**src/rtl/escaner_display.sv**
```systemverilog
// Time-multiplexed scanner for the HH:MM:SS seven-segment display.
// Shows one snapshot digit at a time with its active-low anode and separator point.
module escaner_display #(
  parameter int NUM_DIGITOS = 6,
  parameter int DIV_TICKS   = 50000
) (
  input  logic                     clk,
  input  logic                     rst,
  input  logic [4*NUM_DIGITOS-1:0] digitos,
  input  logic                     habilitar,
  input  logic                     supresion_cero,
  input  logic                     parpadeo,
  output logic [3:0]               digito,
  output logic [NUM_DIGITOS-1:0]   anodo,
  output logic                     punto
);

  localparam int CW = (DIV_TICKS > 1) ? $clog2(DIV_TICKS) : 1;
  localparam int IW = $clog2(NUM_DIGITOS);
  localparam logic [CW-1:0] CNT_MAX = CW'(DIV_TICKS - 1);
  localparam logic [IW-1:0] IDX_MAX = IW'(NUM_DIGITOS - 1);

  logic [CW-1:0]            cnt;
  logic [IW-1:0]            indice;
  logic [4*NUM_DIGITOS-1:0] frame;
  logic                     carga_pendiente;
  logic                     valido;

  logic                     tick;
  logic                     fin_frame;
  logic                     cargar;
  logic [3:0]               valor;
  logic                     blanco;
  logic                     punto_idx;
  logic [NUM_DIGITOS-1:0]   uno_caliente;
  logic [3:0]               digs [2**IW];

  // Unpacked view of the snapshot; unused slots above NUM_DIGITOS read as 0.
  always_comb begin
    digs = '{default: 4'h0};
    for (int i = 0; i < NUM_DIGITOS; i++) begin
      digs[i] = frame[4*i +: 4];
    end
  end

  assign tick         = (cnt == CNT_MAX);
  assign fin_frame    = tick && (indice == IDX_MAX);
  assign cargar       = carga_pendiente || fin_frame;
  assign valor        = digs[indice];
  assign uno_caliente = NUM_DIGITOS'(1) << indice;
  assign blanco       = !valido || !habilitar ||
                        (supresion_cero && (indice == IDX_MAX) && (valor == 4'h0));
  assign punto_idx    = (32'(indice) == 32'd2) ||
                        ((NUM_DIGITOS > 4) && (32'(indice) == 32'd4));

  // NOTE: every register here is updated with <= so all of them see the
  // pre-edge values of indice/frame/valido; blocking would skew the outputs.
  always_ff @(posedge clk) begin
    if (rst) begin
      cnt             <= '0;
      indice          <= '0;
      // NOTE: the snapshot is a plain register bank, so it is cleared like any
      // other state; outputs stay dark until valido proves it was loaded.
      frame           <= '0;
      carga_pendiente <= 1'b1;
      valido          <= 1'b0;
      digito          <= 4'h0;
      anodo           <= '1;
      punto           <= 1'b0;
    end else begin
      cnt <= tick ? '0 : cnt + 1'b1;
      if (tick) begin
        indice <= (indice == IDX_MAX) ? '0 : indice + 1'b1;
      end
      if (cargar) begin
        frame           <= digitos;
        carga_pendiente <= 1'b0;
        valido          <= 1'b1;
      end
      digito <= valor;
      anodo  <= blanco ? '1 : ~uno_caliente;
      punto  <= parpadeo && habilitar && valido && punto_idx;
    end
  end

endmodule

```
**config.mk**
```make
export PLATFORM = sky130hd
export DESIGN_NAME = escaner_display
export DESIGN_NICKNAME = d
export VERILOG_FILES = /design/src/rtl/escaner_display.sv
export SDC_FILE = /design/constraint.sdc
export NUM_CORES = 1
export LEC_CHECK = 0
export BUFFER_PORTS_ARGS = -buffer_cell sky130_fd_sc_hd__clkbuf_2
export CAP_MARGIN = 5
export CORE_ASPECT_RATIO = 0.9
export CORE_MARGIN = 3
export CORE_UTILIZATION = 52
export CTS_CLUSTER_SIZE = 20
export DETAILED_ROUTE_END_ITERATION = 10
export GPL_TIMING_DRIVEN = 0
export PLACE_DENSITY_LB_ADDON = 0.05
export SLEW_MARGIN = 15
export SYNTH_ARGS = -nofsm -noshare
export SYNTH_HDL_FRONTEND = slang
export SYNTH_SLANG_ARGS = --single-unit
export TNS_END_PERCENT = 50
```
**constraint.sdc**
```tcl
create_clock -name clk -period 2.1 [get_ports clk]
set_clock_uncertainty 0.15 [all_clocks]
set_input_delay 0.105 -clock clk [delete_from_list [all_inputs] [get_ports clk]]
set_output_delay 0.105 -clock clk [all_outputs]
set_load 0.02 [all_outputs]
```
==> results.sh <==
export IMPL_status="complete, no violations"
export IMPL_fp_dieW_um=84.7
export IMPL_cts_tree="done"
export IMPL_final_nets=426
export IMPL_p_leak_nw=1.36
export IMPL_synth_edf_count=0
export IMPL_gp_congestion=0.806
export IMPL_die_area_um2=6510
export IMPL_startpoint_type="flop"
export IMPL_ys_top_cells_by_area="dfxtp_1, mux2i_1, a311o_1"
export IMPL_cp_max_fo=10
export IMPL_synth_nets=352
export IMPL_crit_chain="or4b_4, nor4_4, buf_6, buf_12, mux2i_1, a311o_1"
export IMPL_synth_area_um2=2900
export IMPL_finalCriticalPeriod_ns=2.08
export IMPL_timing_setup_tns_ns=0
export IMPL_antenna_cells=0
export IMPL_start_util_pct=54.5
export IMPL_grt_antenna_before_repair=0
export IMPL_finalCritPeriodShare_pct=99.0
export IMPL_drt_total_wl_um=7370
export IMPL_grt_max_degree=17
export IMPL_fin_util_pct=67.8
export IMPL_cap_violations=0
export IMPL_clk_pin_slew_ns=0.10
export IMPL_synth_cells_most_frequent="dfxtp_1, nor2_1, nand3_1, mux2i_1"
export IMPL_timing_hold_violations_final=0
export IMPL_max_stage_delay_ns=0.54
export IMPL_grt_overflow=0
export IMPL_core_area_um2=5320
export IMPL_setup_violations=0
export IMPL_tightest_slew_ns=0.559
export IMPL_ys_flop_type="dfxtp_1"
export IMPL_drtIter0Drc=178
export IMPL_fmax_mhz=481
export IMPL_power_mw=2.04
export IMPL_io_pins=40
export IMPL_worstSetupPathType="flop to flop"
export IMPL_layout_area_overhead_vs_synth_pct=24.4
export IMPL_layout_drive_gt1_share_pct=21.2
export IMPL_viasPerCell=5.79
export IMPL_io_buffers=39
export IMPL_place_hpwl_um=5120
export IMPL_core_rowCount=25
export IMPL_cts_sinks=56
export IMPL_routed_via_count=2679
export IMPL_worstPathArrival_ns=2.14
export IMPL_required_ns=2.16
export IMPL_grt_pass1_vias=2487
export IMPL_cts_root_buf="clkbuf_8"
export IMPL_fin_cells=463
export IMPL_htree_levels=2
export IMPL_die_h_um=76.8
export IMPL_track_usage_pct=23.0
export IMPL_avgRoutedWirePerCell_um=15.9
export IMPL_grt_pass1_wl_um=12100
export IMPL_holdCritPathClass="primary input to flop"
export IMPL_ys_warnings_count=0
export IMPL_synth_top_area_share_pct=38.7
export IMPL_crit_path_end_kind="flop"
export IMPL_drtPass1Iterations=4
export IMPL_vdd_drop_max_mv=0.418
export IMPL_crit_path_top_delay_cell="or4b_4"
export IMPL_insertion_delay_ns=0.31
export IMPL_drt_drc_violations_left=0
export IMPL_ctsLongestPathBuffers=2
export IMPL_avgSynthCellArea_um2=9.03
export IMPL_dpl_instance_area_um2=3180
export IMPL_drv_slew=0
export IMPL_numCtsBuffers=5
export IMPL_async_flop_share_pct=0
export IMPL_ys_ff_latch=56
export IMPL_synth_distinct_cells=43
export IMPL_rsz0062_at_grt="yes"
export IMPL_yosysMostFrequentCell="dfxtp_1"
export IMPL_synthCells=321
export IMPL_ant_nets=0
export IMPL_power_density_nw_per_um2=565
export IMPL_yosys_area_top_type="dfxtp_1"
export IMPL_synth_seq_area_share_pct=38.7
export IMPL_slew_headroom_pct=62.7
export IMPL_stdcell_area_um2=3610
export IMPL_dp_cells=427
## final timing paths
kind | start | endpoint | slack, ns | depth (start not counted)
setup / recovery | cnt[7]$_SDFF_PP0_ | frame[2]$_SDFFE_PP0P_ | 0.02 | 6
hold / removal | supresion_cero | anodo[5]$_SDFF_PP1_ | 0.04 | 3
setup reg to reg | cnt[7]$_SDFF_PP0_ | frame[2]$_SDFFE_PP0P_ | 0.02 | 6
hold reg to reg | cnt[0]$_SDFF_PP0_ | cnt[0]$_SDFF_PP0_ | 0.33 | 1
## cells by family (layout without fill, tap and decap cells)
group	Yosys count	count (layout)	synth area share [%]
xor+xnor	12	12	3.63
flops	56	56	38.7
fa+ha+maj	2	2	0.863
mux	33	33	13.2
buf+inv	37	112	5.78
compound gates	40	40	11.9
simple gates	141	141	26.0
## final cells by class
class / count / area, um2
Buffer: 28 / 145
Timing Repair Buffer: 69 / 498
Fill cell: 458 / 1710
Clock inverter: 2 / 10.0
Clock buffer: 6 / 82.6
Sequential cell: 56 / 1130
Multi-Input combinational cell: 228 / 1630
Tap cell: 67 / 83.8
Inverter: 7 / 26.3
## report_power, final
group	switching, mW	leakage (nW)	internal, mW
Clock	0.357	0.0510	0.265
Sequential	0.0390	0.462	1.12
Combinational	0.123	0.848	0.136
## metrics by stage
stage	hold WS, ns	setup WS (ns)
2_1_floorplan	0.0884	0.00205
3_3_place_gp	0.179	-0.258
3_5_place_dp	0.183	-0.283
4_1_cts	0.0379	0.000530
5_1_grt	0.0518	-0.0592
6_report	0.0400	0.0201
## registers in the layout (all words and copies together), names as in the netlist
name	flops
carga_pendiente	1
indice	3
frame	24
digito	4
valido	1
cnt	16
anodo	6
punto	1
## worst max-delay path: cells and delay by family (launching register included)
kind            cells  cell delay [ns]
simple gates        2             0.81
flops               1             0.33
buf+inv             2             0.31
compound gates      1             0.30
mux                 1             0.07
## cell usage in the layout, fill, tap and decap left out, types with 3 or more instances in the layout
cell	Yosys	final
nand2_1	8	8
nand3b_1	24	24
clkbuf_8	0	6
nor3_1	6	6
dfxtp_1	56	51
xnor2_1	11	11
nand3_1	31	30
a311o_1	24	24
clkbuf_2	0	46
dfxtp_2	0	5
clkbuf_1	24	16
a21oi_1	7	7
mux4_2	4	4
or2_2	3	3
buf_4	1	4
nand4_1	4	4
dlygate4sd3_1	0	26
inv_1	6	6
mux2i_1	27	26
nor2_1	52	52
## what timing repair did
action	in CTS	in global routing
hold buffers	26	0
gates resized for setup	12	6
hold endpoints to repair	31	0
buffers inserted	4	0
setup endpoints to repair	40	33
pin swaps	12	0
## routing by layer
layer	GRT usage [%]	up-vias	routed length [um]
met2	34.8	85	3170
met3	3.33	9	373
met4	6.17	0	93
li1	-	1311	-
met5	0	-	0
met1	34.0	1274	3730
Power figures use the tool's default switching activity.
